===== src/rtl/solver_drain_if.sv =====
// Read-port and framebuffer-stream bundle between solver_drain, the
// multi-solver result memories and the framebuffer writer.
// master: the drain engine. slave: the memory/framebuffer side.
interface solver_drain_if #(
    parameter int SOLVER_ID_WIDTH = 6,
    parameter int ADDR_WIDTH      = 10,
    parameter int DATA_WIDTH      = 8,
    parameter int FB_ADDR_WIDTH   = 16
);
    logic [SOLVER_ID_WIDTH-1:0] rd_solver_id;
    logic [ADDR_WIDTH-1:0]      rd_addr;
    logic [DATA_WIDTH-1:0]      rd_data;
    logic                       fb_valid;
    logic                       fb_ready;
    logic [FB_ADDR_WIDTH-1:0]   fb_addr;
    logic [DATA_WIDTH-1:0]      fb_data;

    modport master (
        output rd_solver_id, rd_addr, fb_valid, fb_addr, fb_data,
        input  rd_data, fb_ready
    );

    modport slave (
        input  rd_solver_id, rd_addr, fb_valid, fb_addr, fb_data,
        output rd_data, fb_ready
    );
endinterface


===== src/rtl/solver_drain.sv =====
// solver_drain: after a frame, walks every solver result memory in
// solver-major / address-ascending order and forwards each iteration
// count as a linear framebuffer write on a valid/ready stream.
// Optional feature macro: SOLVER_DRAIN_CHECKSUM_EN adds a running
// modulo-2**(DATA_WIDTH+8) sum of all accepted fb_data words.
module solver_drain #(
    parameter int NUM_SOLVERS      = 2,
    parameter int SOLVER_ID_WIDTH  = 6,
    parameter int ADDR_WIDTH       = 10,
    parameter int WORDS_PER_SOLVER = 1024,
    parameter int DATA_WIDTH       = 8,
    parameter int FB_ADDR_WIDTH    = 16
) (
    input  logic                    clock,
    input  logic                    reset,
    input  logic                    start,
    output logic                    busy,
    output logic                    done,
    solver_drain_if.master          bus
`ifdef SOLVER_DRAIN_CHECKSUM_EN
    ,
    output logic [DATA_WIDTH+7:0]   checksum
`endif
);
    localparam int FW = FB_ADDR_WIDTH + SOLVER_ID_WIDTH;

    typedef enum logic [2:0] {
        IDLE    = 3'd0,
        ISSUE   = 3'd1,
        CAPTURE = 3'd2,
        PUSH    = 3'd3,
        DONE    = 3'd4
    } state_t;

    state_t                     state_r, state_s;
    logic [SOLVER_ID_WIDTH-1:0] id_r, id_s;
    logic [ADDR_WIDTH-1:0]      addr_r, addr_s;
    logic                       busy_r, busy_s;
    logic                       done_r, done_s;
    logic                       fb_valid_r, fb_valid_s;
    logic [FB_ADDR_WIDTH-1:0]   fb_addr_r, fb_addr_s;
    logic [DATA_WIDTH-1:0]      fb_data_r, fb_data_s;
    logic [FW-1:0]              fb_addr_wide_s;
    logic                       addr_last_s;
    logic                       word_last_s;
`ifdef SOLVER_DRAIN_CHECKSUM_EN
    logic [DATA_WIDTH+7:0]      csum_r, csum_s;
`endif

    // Linear framebuffer address and end-of-range flags for the current word
    always_comb begin
        fb_addr_wide_s = FW'(id_r) * FW'(WORDS_PER_SOLVER) + FW'(addr_r);
        addr_last_s    = (addr_r == ADDR_WIDTH'(WORDS_PER_SOLVER - 1));
        word_last_s    = addr_last_s && (id_r == SOLVER_ID_WIDTH'(NUM_SOLVERS - 1));
    end

    // Next-state, counter and output-register computation
    always_comb begin
        state_s    = state_r;
        id_s       = id_r;
        addr_s     = addr_r;
        fb_valid_s = fb_valid_r;
        fb_addr_s  = fb_addr_r;
        fb_data_s  = fb_data_r;
`ifdef SOLVER_DRAIN_CHECKSUM_EN
        csum_s     = csum_r;
`endif
        case (state_r)
            IDLE: begin
                if (start) begin
                    state_s = ISSUE;
                    id_s    = {SOLVER_ID_WIDTH{1'b0}};
                    addr_s  = {ADDR_WIDTH{1'b0}};
`ifdef SOLVER_DRAIN_CHECKSUM_EN
                    csum_s  = {(DATA_WIDTH+8){1'b0}};
`endif
                end else begin
                    state_s = IDLE;
                end
            end
            ISSUE: begin
                // address is already on the read port; data returns next cycle
                state_s = CAPTURE;
            end
            CAPTURE: begin
                fb_data_s  = bus.rd_data;
                fb_addr_s  = fb_addr_wide_s[FB_ADDR_WIDTH-1:0];
                fb_valid_s = 1'b1;
                state_s    = PUSH;
            end
            PUSH: begin
                if (bus.fb_ready) begin
                    fb_valid_s = 1'b0;
`ifdef SOLVER_DRAIN_CHECKSUM_EN
                    csum_s = csum_r + {8'h00, fb_data_r};
`endif
                    if (word_last_s) begin
                        state_s = DONE;
                    end else if (addr_last_s) begin
                        addr_s  = {ADDR_WIDTH{1'b0}};
                        id_s    = id_r + {{(SOLVER_ID_WIDTH-1){1'b0}}, 1'b1};
                        state_s = ISSUE;
                    end else begin
                        addr_s  = addr_r + {{(ADDR_WIDTH-1){1'b0}}, 1'b1};
                        state_s = ISSUE;
                    end
                end else begin
                    state_s = PUSH;
                end
            end
            DONE: begin
                state_s = IDLE;
            end
            default: begin
                state_s    = IDLE;
                fb_valid_s = 1'b0;
            end
        endcase
        busy_s = (state_s == ISSUE) || (state_s == CAPTURE) || (state_s == PUSH);
        done_s = (state_s == DONE);
    end

    // State, counters and registered outputs; reset abandons any drain
    always_ff @(posedge clock or negedge reset) begin
        if (!reset) begin
            state_r    <= IDLE;
            id_r       <= {SOLVER_ID_WIDTH{1'b0}};
            addr_r     <= {ADDR_WIDTH{1'b0}};
            busy_r     <= 1'b0;
            done_r     <= 1'b0;
            fb_valid_r <= 1'b0;
            fb_addr_r  <= {FB_ADDR_WIDTH{1'b0}};
            fb_data_r  <= {DATA_WIDTH{1'b0}};
`ifdef SOLVER_DRAIN_CHECKSUM_EN
            csum_r     <= {(DATA_WIDTH+8){1'b0}};
`endif
        end else begin
            state_r    <= state_s;
            id_r       <= id_s;
            addr_r     <= addr_s;
            busy_r     <= busy_s;
            done_r     <= done_s;
            fb_valid_r <= fb_valid_s;
            fb_addr_r  <= fb_addr_s;
            fb_data_r  <= fb_data_s;
`ifdef SOLVER_DRAIN_CHECKSUM_EN
            csum_r     <= csum_s;
`endif
        end
    end

    assign busy             = busy_r;
    assign done             = done_r;
    assign bus.rd_solver_id = id_r;
    assign bus.rd_addr      = addr_r;
    assign bus.fb_valid     = fb_valid_r;
    assign bus.fb_addr      = fb_addr_r;
    assign bus.fb_data      = fb_data_r;
`ifdef SOLVER_DRAIN_CHECKSUM_EN
    assign checksum         = csum_r;
`endif
endmodule


===== src/flat_wrapper.sv =====
// flat-port wrapper written by rule: the top's interface ports become plain ports
module solver_drain_flat 
#(
    parameter int NUM_SOLVERS      = 2,
    parameter int SOLVER_ID_WIDTH  = 6,
    parameter int ADDR_WIDTH       = 10,
    parameter int WORDS_PER_SOLVER = 1024,
    parameter int DATA_WIDTH       = 8,
    parameter int FB_ADDR_WIDTH    = 16
)
  (clock, reset, start, busy, done, bus_rd_solver_id, bus_rd_addr, bus_fb_valid, bus_fb_addr, bus_fb_data, bus_rd_data, bus_fb_ready);
  solver_drain_if #(.SOLVER_ID_WIDTH(SOLVER_ID_WIDTH), .ADDR_WIDTH(ADDR_WIDTH), .DATA_WIDTH(DATA_WIDTH), .FB_ADDR_WIDTH(FB_ADDR_WIDTH)) bus_i ();
  input  logic clock;
  input  logic reset;
  input  logic start;
  output logic busy;
  output logic done;
  output wire logic [$bits(bus_i.rd_solver_id)-1:0] bus_rd_solver_id;
  output wire logic [$bits(bus_i.rd_addr)-1:0] bus_rd_addr;
  output wire logic [$bits(bus_i.fb_valid)-1:0] bus_fb_valid;
  output wire logic [$bits(bus_i.fb_addr)-1:0] bus_fb_addr;
  output wire logic [$bits(bus_i.fb_data)-1:0] bus_fb_data;
  input wire logic [$bits(bus_i.rd_data)-1:0] bus_rd_data;
  input wire logic [$bits(bus_i.fb_ready)-1:0] bus_fb_ready;
  assign bus_rd_solver_id = bus_i.rd_solver_id;
  assign bus_rd_addr = bus_i.rd_addr;
  assign bus_fb_valid = bus_i.fb_valid;
  assign bus_fb_addr = bus_i.fb_addr;
  assign bus_fb_data = bus_i.fb_data;
  assign bus_i.rd_data = bus_rd_data;
  assign bus_i.fb_ready = bus_fb_ready;
  solver_drain #(.NUM_SOLVERS(NUM_SOLVERS), .SOLVER_ID_WIDTH(SOLVER_ID_WIDTH), .ADDR_WIDTH(ADDR_WIDTH), .WORDS_PER_SOLVER(WORDS_PER_SOLVER), .DATA_WIDTH(DATA_WIDTH), .FB_ADDR_WIDTH(FB_ADDR_WIDTH)) u_core (.clock(clock), .reset(reset), .start(start), .busy(busy), .done(done), .bus(bus_i));
endmodule

===== config.mk =====
export PLATFORM = sky130hd
export DESIGN_NAME = solver_drain_flat
export DESIGN_NICKNAME = d
export VERILOG_FILES = /design/src/rtl/solver_drain_if.sv /design/src/rtl/solver_drain.sv /design/src/flat_wrapper.sv
export SDC_FILE = /design/constraint.sdc
export NUM_CORES = 1
export LEC_CHECK = 0
export ABC_AREA = 1
export BUFFER_PORTS_ARGS = -buffer_cell sky130_fd_sc_hd__buf_4
export CORE_AREA = 2 2 55 96
export CTS_CLUSTER_SIZE = 30
export DETAILED_ROUTE_END_ITERATION = 10
export DIE_AREA = 0 0 57 98
export GPL_TIMING_DRIVEN = 0
export PLACE_DENSITY = 0.82
export REMOVE_ABC_BUFFERS = 1
export SETUP_SLACK_MARGIN = 0.05
export SLEW_MARGIN = 30
export SYNTH_ARGS = -nofsm -noshare
export SYNTH_HDL_FRONTEND = slang
export SYNTH_SLANG_ARGS = --single-unit

===== constraint.sdc =====
create_clock -name clock -period 1.7 [get_ports clock]
set_clock_uncertainty 0.15 [all_clocks]
set_input_delay 0.17 -clock clock [delete_from_list [all_inputs] [get_ports clock]]
set_output_delay 0.17 -clock clock [all_outputs]
set_load 0.02 [all_outputs]

* Yosys cells after proc, flatten, opt, wreduce, memory -nomap -nowiden *
Index checks and enable logic that the tools add are counted.

storage, ports and cells
  bits in registers = 46
  input bits = 12
  output and inout port bits = 43
  word-level logic and storage cells = 51

cells by class
  $add $sub $neg = 3
  equality and inequality tests = 14
  muxes and demuxes = 16
  bitwise operators = 1
  reductions and logical operators = 9

operators by type and width
  kind                   count
  $mux 10                4
  $mux 6                 4
  $pmux 10 s2            1
  $add 16x10->16         1
  $eq 3x2->1 const B     4
  $pmux 3 s4             1
  $pmux 6 s2             1
  $add 10x1->10 const B  1
  $eq 10x10->1 const B   1
  $add 6x1->6 const B    1
  $eq 3x1->1 const B     2
  $eq 3x3->1 const B     2
  $eq 6x1->1 const B     1
  $mux 3                 2
  $ne 2x2->1 const B     3
  $reduce_and 5->1       1
  $reduce_and 4->1       1
  $logic_not 3->1        1
  $pmux 1 s3             1
  $reduce_or 3->1        1
  $logic_or 1x1->1       2
  $mux 1                 2
  $ne 2x1->1 const B     1
  $reduce_and 2->1       1
  3 further kinds        3

* Logic depth before layout (Yosys ltp) *
Gate-level depths: netlist (run 1).

  depth in word-level cells = 8
  gate-level depth with buffers = 10
  depth with buffers taken out = 9

* Least setup slack after synthesis (run 1) *
OpenSTA, ideal clock, no wires.

  path kind = reg2reg
  from = reg u_core.addr_r[0] (netlist: u_core.bus.rd_addr[0])
  to = reg u_core.id_r[0] (netlist: u_core.bus.rd_solver_id[0])
  arrival time = 1637 ps
  data required time = 1431 ps
  path slack = -206 ps
  cell stages (with the launch flop) = 10
  clock period less this slack = 1906 ps
  cells stage by stage = dfrtp_1 -> ha_1 -> nand2_1 -> nor2_2 -> nand3_4 -> o21ai_2 -> nand3_1 -> buf_4 -> nand2_1 -> o21ai_2

on the way
  cells in the longest elaborated chain, start to end = 4

ends and longest elaborated chain
  item                                 line                 source
  from (decl)                          solver_drain.sv:37   logic [ADDR_WIDTH-1:0] addr_r, addr_s;
  from (signal assigned)               solver_drain.sv:128  addr_r <= {ADDR_WIDTH{1'b0}};
  from (signal assigned)               solver_drain.sv:140  addr_r <= addr_s;
  $eq 10x10->1 *                       solver_drain.sv:53   addr_last_s = (addr_r == ADDR_WIDTH'(WORDS_PER_SOLVER - 1));
  $logic_and 1x1->1                    solver_drain.sv:54   word_last_s = addr_last_s && (id_r == SOLVER_ID_WIDTH'(NUM_SOLVERS - 1));
  $ne 2x2->1 (no source line)          n/a
  $reduce_and 5->1 (no source line) *  n/a
  to (signal assigned)                 solver_drain.sv:127  id_r <= {SOLVER_ID_WIDTH{1'b0}};
  to (signal assigned)                 solver_drain.sv:139  id_r <= id_s;
  to (decl)                            solver_drain.sv:36   logic [SOLVER_ID_WIDTH-1:0] id_r, id_s;

Mark *: on every way between the ends. The rest lies on a longest branch, timed or not.
A chain may end at the register's enable or synchronous reset.

* Final worst setup path (run 1) *
  from = reg u_core.addr_r[1] (netlist: u_core.bus.rd_addr[1])
  to = reg u_core.addr_r[2] (netlist: u_core.bus.rd_addr[2])

on the way
  cells in the longest elaborated chain, start to end = 5

ends and longest elaborated chain
  item                                           line                                     source
  $add 10x1->10 or $eq 10x10->1 (tied branches)  solver_drain.sv:104, solver_drain.sv:53
  $mux 10                                        solver_drain.sv:99                       end else if (addr_last_s) begin
  $mux 10                                        solver_drain.sv:97                       if (word_last_s) begin
  $mux 10                                        solver_drain.sv:92                       if (bus.fb_ready) begin
  $pmux 10 s2                                    solver_drain.sv:68                       case (state_r)

Several ways; a longest one is shown, not always the timed one. The select of a mux whose other input is x is not followed.

==> results of run 1 <==
layer usage:
layer | wire length [um] | vias up | global-route usage
met3 | 275 | 19 | 0.0265
met5 | 0 | - | 0
met4 | 164 | 0 | 0.106
met2 | 3170 | 67 | 0.373
met1 | 2270 | 1012 | 0.240
li1 | - | 1022 | -
power groups by stage:
| stage | Sequential, W | Clock, W | Combinational [W] |
|---|---|---|---|
| 4_1_cts | 0.00148 | 0.000702 | 0.00188 |
| 6_report | 0.00149 | 0.000689 | 0.00215 |
| 3_3_place_gp | 0.00150 | 0 | 0.00159 |
| 5_1_grt | 0.00152 | 0.000748 | 0.00233 |
| 3_5_place_dp | 0.00151 | 0 | 0.00162 |
| 2_1_floorplan | 0.00173 | 0 | 0.000787 |
kinds of logic (layout without fill, tap and decap cells):
kind of cell | Yosys count | after routing | share of synthesized area
buffers and inverters | 26 | 104 | 0.0513
adders and majority gates | 3 | 3 | 0.0169
DFF | 46 | 46 | 0.518
AOI/OAI and AO/OA | 26 | 26 | 0.0732
and+or+nand+nor | 167 | 170 | 0.332
xor gates and xnor gates | 2 | 2 | 0.00789
final cells by class:
cell class	instances	area, um2	area share
tap	54	67.6	0.0219
multi-input combinational	201	1090	0.353
sequential	46	1160	0.375
timing repair buffer	77	601	0.195
clock buffer	7	86.3	0.0280
inverter	19	78.8	0.0256
clock inverter	1	5.00	0.00162
how the worst max path moves through the flow:
stage                               start                          to  slack (ns)  cells after the start
global route        u_core.bus.rd_addr[1]       u_core.bus.rd_addr[5]       -0.15                     10
finish              u_core.bus.rd_addr[1]       u_core.bus.rd_addr[2]       -0.05                      9
floorplan           u_core.bus.rd_addr[0]  u_core.bus.rd_solver_id[0]       -0.33                      8
global placement        u_core.state_r[0]      u_core.bus.fb_addr[12]       -0.56                      4
CTS                 u_core.bus.rd_addr[1]                 u_core.busy       0.009                      8
detailed placement      u_core.state_r[0]      u_core.bus.fb_addr[11]       -0.63                      3
cell usage after synthesis:
master / count
nand2_1: 105
dfrtp_1: 46
nand3_1: 24
nor2_1: 18
inv_1: 17
o21ai_0: 17
o21ai_2: 5
clkbuf_1: 4
nor3_1: 4
ha_1: 3
nand4_1: 3
a21oi_1: 2
inv_2: 2
nand2_4: 2
nor2_2: 2
nor3b_1: 2
or2_2: 2
xor2_1: 2
buf_2: 1
buf_4: 1
buf_8: 1
nand2_2: 1
nand3_2: 1
nand3_4: 1
nor2_4: 1
nor3_2: 1
o21ai_1: 1
o21bai_4: 1
registers in the layout (all words and copies together) (netlist names):
| register | flops |
|---|---|
| u_core.bus.rd_solver_id | 6 |
| u_core.done | 1 |
| u_core.bus.rd_addr | 10 |
| u_core.busy | 1 |
| u_core.bus.fb_data | 8 |
| u_core.bus.fb_valid | 1 |
| u_core.bus.fb_addr | 16 |
| u_core.state_r | 3 |
per-stage QoR:
step	utilization	cell area, um2	TNS (ns)
final	0.635	3080	-0.357
after global routing	0.635	3080	-1.73
after CTS	0.611	2960	0
after detailed placement	0.547	2650	-18.94
after global placement	0.547	2650	-17.66
after floorplan	-	2180	-3.56
worst max-delay path, stage by stage (launching register included):
cell	delay, ns
dfrtp_1	0.36
ha_2	0.19
nand2_2	0.08
nor2_4	0.14
nand3_4	0.13
o21bai_4	0.24
nand2_4	0.14
nand2_4	0.13
nand2_1	0.07
nand2_1	0.07
what timing repair did:
action / in CTS / in global routing
endpoints found under the setup margin: 45 / 25
endpoints found under the hold margin: 54 / 0
buffers inserted: 8 / 6
hold buffers: 9 / 0
resized for setup: 14 / 20
pin swaps: 7 / 13
cloned: 1 / 2
==> parameters.txt, run 1 <==
Parameter                              Value

Logic synthesis
  Gate Count Post-Synth ... 270
  Cell area after technology mapping ... ~2200 um2
  Biggest area consumer among synthesized cells ... dfrtp_1
  Warnings, synthesis ... 0
  Fraction of synthesized cell area taken by the top area cell type ... 0.518
  Number of synthesized register bits ... 46
  Average cell area after synthesis ... 8.23 um2
  Cell variety after synth ... 28
  Top cells by area, synth ... dfrtp_1 52%, nand2_1 18%, nand3_1 5.4%
  Sequential fraction of the synthesis area ... 0.518

Run status
  Outcome ... finished, violations left
  Violations in the final reports ... setup timing

Pwr
  Max IR drop VDD ... 0.00109 V
  Internal portion of total power ... between 0.002 and 0.0025 W
  Net Sw Frac ... 0.440
  Power Density ... roughly 1400 nW/um2
  Static leakage ... 1.53 nW
  Share of total power in the clock network ... 0.159
  Total power draw ... roughly 0.0043 W
  Logic pwr share ... 0.496
  Switching pwr ... ~0.0019 W
  Portion of total power attributed to sequential cells ... 0.345

Floorplanning
  Die Footprint ... 5590 um2
  Core Footprint ... 4850 um2
  Number of standard-cell rows in the floorplan ... 34
  Effective utilization at floorplan ... 0.458
  Ports placed on the boundary ... 55
  Die Ht ... 98 um
  Chip width ... 57 um

STA
  Crit path time final ... 1.75 ns
  Tcrit/Tclk final ... 1.03
  Unrepaired setup endpoints after global routing ... yes
  Transition time at the pin with the least slew margin ... 0.567 ns
  Count of endpoints failing hold in the final timing report ... 0
  Final setup margin ... -0.0540 ns
  Fmax ... roughly 570 MHz
  Worst Hold Slack ... 0.0292 ns
  Worst slew margin relative to its limit ... 0.622
  Setup-failing EPs final ... 11
  Final Slew Violations ... 0

Detailed routing
  Vias ... roughly 2100
  Final antenna-violating net count ... 0
  Initial drt markers ... between 90 and 100
  Post-detailed-route DRC marker count ... 0
  Length of the first detailed-routing pass in iterations ... 5
  Routed Wire Length ... ~5900 um
  Routed wirelength normalized by instance count ... approximately 15 um
  Vias/cell ... 5.23

Finish
  Number of nets in the layout ... 365
  Area growth from synthesis to layout ... 38.8%
  Number of antenna cells inserted ... 0
  Filler cell count ... 414
  Most common cell after layout, fill and taps aside ... nand2_1
  Ratio of cells with drive above 1 in the final layout ... 0.336
  Commonest cells after routing, fill and taps aside ... 94 x nand2_1, 68 x buf_4, 42 x dfrtp_1
  Final standard cell count with taps included and fillers excluded ... 405

GRT
  All-layer global routing usage ... 0.210
  Maximum number of pins on one net before global-route repair ... 47
  Total congestion overflow after global routing ... 0
  Antenna violations before repair ... 0
  Number of global-route vias before repair ... 2077
  Global-route wire length before repair ... 9380 um

Setup path
  Critical path endpoint category ... register
  Critical path class ... register to register
  Required time of the critical path ... 1.79 ns
  Startpoint of the worst register-to-register path ... u_core.bus.rd_addr[1]
  Worst Path Arrival ... about 1.9 ns
  Number of cells on the worst reg-to-reg path ... 9
  Setup crit start kind ... register
  R2r setup slk ... -0.05 ns
  Crit Reg-Reg Endpoint ... u_core.bus.rd_addr[2]
  Max Fanout on Critical Path ... 5

Run
  Max_cap viols ... 0

Hold path
  Hold Path Sink ... u_core.state_r[2]
  Path type of the worst min-delay path ... primary input to register
  Cell depth of the worst hold path ... 3
  Beginning of the worst hold path ... bus_fb_ready

Placement
  Number of port buffers ... 54
  Number of placed cells counting well taps ... 371
  Detailed placer's ending HPWL ... 3420 um
  GP Congestion ... 0.848
  Placement-stage worst setup slack ... -0.630 ns

Clock tree
  Maximum clock path buffer count ... 2
  Root buffer selected by CTS ... clkbuf_8
  CTS H-tree lvls ... 2
  Clock sink count ... 46
  TritonCTS clock tree ... built
  Cts bufs inserted ... 5
  Latest clock arrival within the worst-skew pair ... 0.30 ns
  Clock slew at the register clock pins of the worst setup and hold paths ... 0.08 ns
Power figures use the tool's default switching activity.
==> run 2, diff against run 1 <==
Settings changed: ABC_AREA 1 to not set, CORE_AREA 2 2 55 96 to 2 2 53 92, CTS_BUF_LIST set to sky130_fd_sc_hd__clkbuf_4, DIE_AREA 0 0 57 98 to 0 0 55 94, PLACE_DENSITY 0.82 to 0.85.
==> parameters.txt, run 2 <==
Parameter                              Value

Run status
  Outcome ... finished, violations left
  Violations in the final reports ... setup timing

Placement
  Placed inst area ... 2550 um2
  Detailed placer's ending HPWL ... ~3200 um
  Placement-stage worst setup slack ... -0.700 ns
  Number of placed cells counting well taps ... about 270
  GP Congestion ... 0.839
  Number of port buffers ... between 50 and 60

STA
  Crit path time final ... between 2 and 2.5 ns
  Worst slew margin relative to its limit ... 0.611
  Tcrit/Tclk final ... 1.27
  Count of endpoints failing hold in the final timing report ... 0
  Fmax ... 464 MHz
  Setup-failing EPs final ... between 40 and 50
  Transition time at the pin with the least slew margin ... 0.584 ns
  Final setup margin ... -0.454 ns
  Final Slew Violations ... 0
  Unrepaired setup endpoints after global routing ... yes

Floorplanning
  Chip width ... 55 um
  Effective utilization at floorplan ... 0.478
  Ports placed on the boundary ... 55
  Die Footprint ... 5170 um2
  Number of standard-cell rows in the floorplan ... 32
  Core Footprint ... approximately 4400 um2
  Die Ht ... 94 um

Logic synthesis
  Most used standard cell by instance count after synthesis ... dfrtp_1
  Cell variety after synth ... 39
  Sequential fraction of the synthesis area ... 0.546
  Biggest area consumer among synthesized cells ... dfrtp_1
  Fraction of synthesized cell area taken by the top area cell type ... 0.546
  Ranking of synthesized cells by instance count ... 46 x dfrtp_1, 24 x mux2_2, 16 x nor2_1, 10 x o21ai_1, 9 x nand3_1
  Warnings, synthesis ... 0
  Average cell area after synthesis ... 12.0 um2
  Number of synthesized register bits ... between 40 and 50
  Main flop type after synthesis ... dfrtp_1
  Top cells by area, synth ... dfrtp_1 55%, mux2_2 13%, nor2_1 2.9%
  EDFF count, synth ... 0
  Fraction of synthesis flops using an asynchronous set or reset pin ... 1.00
  Cell area after technology mapping ... 2110 um2
  Gate Count Post-Synth ... around 180

Hold path
  Path type of the worst min-delay path ... primary input to register

Clock tree
  Latest clock arrival within the worst-skew pair ... between 0.3 and 0.4 ns
  Root buffer selected by CTS ... clkbuf_4
  TritonCTS clock tree ... built
  CTS H-tree lvls ... 2
  Clock slew at the register clock pins of the worst setup and hold paths ... 0.13 ns
  Clock sink count ... 46
  Maximum clock path buffer count ... 2
  Cts bufs inserted ... 5

Setup path
  Startpoint of the worst register-to-register path ... u_core.bus.rd_solver_id[1]
  Worst Path Arrival ... 2.27 ns
  Crit Reg-Reg Endpoint ... u_core.bus.rd_addr[7]
  Required time of the critical path ... 1.82 ns
  Number of cells on the worst reg-to-reg path ... 7
  R2r setup slk ... -0.45 ns
  Max Fanout on Critical Path ... 4
  Critical Path Sink ... u_core.bus.rd_addr[7]
  Critical path class ... register to register
  Setup crit start kind ... register
  Critical path endpoint category ... register
  Launching instance or port of the critical path ... u_core.bus.rd_solver_id[1]

GRT
  Global-route wire length before repair ... 9410 um
  Maximum number of pins on one net before global-route repair ... 47
  Total congestion overflow after global routing ... 0
  Number of global-route vias before repair ... 1972
  All-layer global routing usage ... 0.258
  Antenna violations before repair ... 0

Detailed routing
  Vias/cell ... 5.94
  Initial drt markers ... 73
  Final antenna-violating net count ... 0
  Routed Wire Length ... 7130 um
  Post-detailed-route DRC marker count ... 0
  Vias ... 2026
  Length of the first detailed-routing pass in iterations ... 4
  Routed wirelength normalized by instance count ... 20.9 um

Finish
  Final standard cell count with taps included and fillers excluded ... roughly 340
  Area occupied by registers ... 1160 um2
  Ratio of cells with drive above 1 in the final layout ... 0.599
  Commonest cells after routing, fill and taps aside ... 88 x buf_4, 36 x dfrtp_1, 23 x mux2_4
  Number of nets in the layout ... between 300 and 400
  Most common cell after layout, fill and taps aside ... buf_4
  Area occupied by multi-input gates ... around 1100 um2
  Area growth from synthesis to layout ... 59.9%
  Filler cell count ... 263
  Final instance area ... 3370 um2
  Flip-flop count of the largest register, all copies and words added ... 16

Run
  Max_cap viols ... 0

Pwr
  Power Density ... 1680 nW/um2
  Max IR drop VDD ... 0.00143 V
  Total power draw ... approximately 0.0057 W
  Static leakage ... 1.61 nW
[run 2: metal layers]
metal  part of all wire  up-vias  GRT usage  wire [um]
li1                   -      867          -          -
met1               0.35     1000      0.267       2510
met2               0.53      116      0.450       3780
met3              0.062       43     0.0446        444
met4              0.055        0      0.159        390
met5                  0        -          0          0
[run 2: timing repair]
action                     in CTS  in global routing
buffers inserted               36                 12
pin swaps                      23                  6
setup endpoints to repair      44                 44
hold endpoints to repair       55                  0
resized for setup              46                 37
hold buffers                   10                  0
gates cloned                    1                  0
[run 2: layout make-up]
class                           instances  area share
Clock buffer                            6      0.0134
Tap cell                               51      0.0189
Multi-Input combinational cell        120       0.336
Sequential cell                        46       0.345
Timing Repair Buffer                  113       0.281
Inverter                                2     0.00223
Clock inverter                          2     0.00260
Antenna cell                            1    0.000743
[run 2: kinds of logic after synthesis]
family / Yosys count / share of synthesized area
muxes: 27 / 0.143
and+or+nand+nor: 56 / 0.155
AOI/OAI and AO/OA: 30 / 0.0932
buffers and inverters: 10 / 0.0279
xor gates and xnor gates: 4 / 0.0166
DFF: 46 / 0.546
adders and majority gates: 3 / 0.0178
[run 2: worst max-delay path: stages, from the launching register on]
cell and delay (ns):
dfrtp_2 0.44, inv_2 0.10, ha_4 0.15, nand4b_1 0.18
nor4_4 0.42, o21a_4 0.22, and4b_1 0.20, o22a_1 0.19
[run 2: where the power goes]
group,internal (W),total (W),switching [W]
registers,0.00142,0.00165,0.000232
clock network,0.000172,0.000521,0.000349
logic,0.00178,0.00350,0.00173
total,0.00337,0.00567,0.00231
[run 2: worst min-delay path by stage]
stage,startpoint,to,slack (ns),cells past startpoint
2_1_floorplan,reset,u_core.bus.fb_addr[0],-0.28,0
3_3_place_gp,reset,u_core.bus.fb_addr[2],0.05,1
3_5_place_dp,reset,u_core.bus.fb_addr[1],0.05,1
4_1_cts,bus_fb_ready,u_core.busy,0.006,4
5_1_grt,bus_fb_ready,u_core.busy,0.04,4
6_report,bus_fb_ready,u_core.busy,0.02,4
[run 2: per-stage QoR]
step	utilization	hold WS, ns	setup TNS, ns
2_1_floorplan	-	-0.276	-17.26
3_3_place_gp	0.573	0.0529	-31.89
3_5_place_dp	0.579	0.0549	-14.22
4_1_cts	0.711	0.00601	-1.62
5_1_grt	0.764	0.0386	-10.51
6_report	0.765	0.0152	-9.27
==> run 3, diff against run 2 <==
Settings changed: CORE_AREA 2 2 53 92 to 4 4 55 94, DIE_AREA 0 0 55 94 to 0 0 59 98, GPL_TIMING_DRIVEN 0 to not set.
==> parameters.txt, run 3 (same netlist as run 2, synthesis figures left out) <==
Parameter                              Value

STA
  Worst slew margin relative to its limit ... 0.616
  Tcrit/Tclk final ... 1.13
  Count of endpoints failing hold in the final timing report ... 0
  Setup-failing EPs final ... 38
  Worst Hold Slack ... 0.00342 ns
  Crit path time final ... about 1.9 ns
  Final setup margin ... -0.218 ns
  Final Slew Violations ... 0
  Final TNS setup ... -3.36 ns
  Fmax ... 521 MHz
  Transition time at the pin with the least slew margin ... 0.576 ns
  Unrepaired setup endpoints after global routing ... yes

Floorplanning
  Ports placed on the boundary ... 55
  Effective utilization at floorplan ... 0.478
  Number of standard-cell rows in the floorplan ... 32
  Die Footprint ... 5780 um2
  Chip width ... 59 um
  Die Ht ... 98 um
  Core Footprint ... 4400 um2

Finish
  Core Util, Final ... 0.785
  Flip-flop count of the largest register, all copies and words added ... 16
  Most common cell after layout, fill and taps aside ... buf_4
  Area growth from synthesis to layout ... 64.1%
  Number of antenna cells inserted ... 0
  Final standard cell count with taps included and fillers excluded ... roughly 350
  Commonest cells after routing, fill and taps aside ... 95 x buf_4, 46 x dfrtp_1, 25 x mux2_4
  Ratio of cells with drive above 1 in the final layout ... 0.569
  Number of nets in the layout ... between 300 and 400

Detailed routing
  Final antenna-violating net count ... 0
  Routed Wire Length ... 6480 um
  Vias/cell ... 5.53
  Routed wirelength normalized by instance count ... 18.6 um
  Vias ... 1924
  Length of the first detailed-routing pass in iterations ... 4
  Initial drt markers ... 56
  Post-detailed-route DRC marker count ... 0

Setup path
  Setup crit start kind ... register
  Worst Path Arrival ... 2.03 ns
  Cells along the critical path ... inv_1 > ha_2 > nand4b_1 > nor4_4 > o21a_1 > and4b_1 > o22a_1
  Critical path endpoint category ... register
  Delay of the slowest critical-path stage ... 0.41 ns
  Critical path class ... register to register
  Max stage delay cell, worst path ... dfrtp_1
  Top Family by Delay on Critical Path ... simple AND/OR/NAND/NOR gates
  Number of buffer and inverter instances along the worst setup path ... 1
  Required time of the critical path ... ~1.8 ns
  Max Fanout on Critical Path ... 3

Run status
  Outcome ... finished, violations left
  Violations in the final reports ... setup timing

Clock tree
  Clock sink count ... 46
  Latest clock arrival within the worst-skew pair ... 0.36 ns
  Maximum clock path buffer count ... 2
  CTS H-tree lvls ... 2
  TritonCTS clock tree ... built
  Root buffer selected by CTS ... clkbuf_4
  Clock slew at the register clock pins of the worst setup and hold paths ... about 0.13 ns
  Cts bufs inserted ... 5

Pwr
  Net Sw Frac ... 0.398
  Max IR drop VDD ... 0.00110 V
  Logic pwr share ... 0.610
  Switching pwr ... 0.00216 W
  Static leakage ... ~1.7 nW
  Internal portion of total power ... 0.00327 W
  Share of total power in the clock network ... 0.095
  Portion of total power attributed to sequential cells ... 0.295
  Power Density ... between 1500 and 2000 nW/um2

Run
  Max_cap viols ... 0

GRT
  Total congestion overflow after global routing ... 0
  Antenna violations before repair ... 0
  All-layer global routing usage ... 0.196
  Number of global-route vias before repair ... 1869
  Maximum number of pins on one net before global-route repair ... 47
  Global-route wire length before repair ... 8780 um

Placement
  GP Congestion ... 0.820
  Number of port buffers ... 54
  Number of placed cells counting well taps ... ~310
  Detailed placer's ending HPWL ... 3630 um

Hold path
  Path type of the worst min-delay path ... primary input to register
## run 3: final timing paths
path	to	start	depth (start not counted)	slack (ns)
max	u_core.bus.rd_addr[7]	u_core.bus.rd_solver_id[1]	7	-0.22
min	u_core.bus.fb_valid	bus_fb_ready	4	0.003
max reg2reg	u_core.bus.rd_addr[7]	u_core.bus.rd_solver_id[1]	7	-0.22
min reg2reg	u_core.bus.fb_addr[1]	u_core.bus.fb_addr[1]	1	0.38
max in group asynchronous	u_core.bus.fb_addr[15]	reset	2	0.83
min in group asynchronous	u_core.bus.fb_addr[1]	reset	2	0.17
## run 3: power by group through the flow
stage | registers [W] | clock network (W) | logic (W)
4_1_cts | 0.00157 | 0.000526 | 0.00269
6_report | 0.00160 | 0.000516 | 0.00332
5_1_grt | 0.00164 | 0.000571 | 0.00351
2_1_floorplan | 0.00203 | 0 | 0.000853
3_5_place_dp | 0.00159 | 0 | 0.00248
3_3_place_gp | 0.00157 | 0 | 0.00244
## run 3: through the flow
| step | power [W] | cell area [um2] | setup WS, ns |
|---|---|---|---|
| 3_5_place_dp | 0.00407 | 2850 | -0.258 |
| 3_3_place_gp | 0.00401 | 2850 | -0.206 |
| 5_1_grt | 0.00572 | 3460 | -0.264 |
| 4_1_cts | 0.00478 | 3130 | -0.202 |
| 2_1_floorplan | 0.00288 | 2060 | -0.545 |
| 6_report | 0.00543 | 3460 | -0.218 |
## run 3: cell type report
class	count	area (um2)
inverters	2	7.51
well taps	51	63.8
clock buffers	6	45.0
fillers	262	947
repair buffers	121	1040
clock inverters	2	8.76
flip-flops and latches	46	1150
multi-input cells	120	1140
## run 3: tightest hold or removal path: stages
cell     delay (ns)
buf_4          0.11
nand2_1        0.07
nand3_1        0.07
o21ai_0        0.07
## run 3: timing repair
item | CTS | global route
cloned | 0 | 3
setup endpoints to repair | 18 | 44
setup buffers | 6 | 8
hold endpoints to repair | 54 | 1
resized for setup | 20 | 49
pin swaps | 12 | 13
hold buffers | 9 | 1
## run 3: layer usage
layer / vias to the layer above / part of all wire / global-route usage
li1: 879 / - / -
met1: 955 / 0.36 / 0.215
met2: 74 / 0.55 / 0.353
met3: 16 / 0.042 / 0.0238
met4: 0 / 0.039 / 0.101
met5: - / 0 / 0
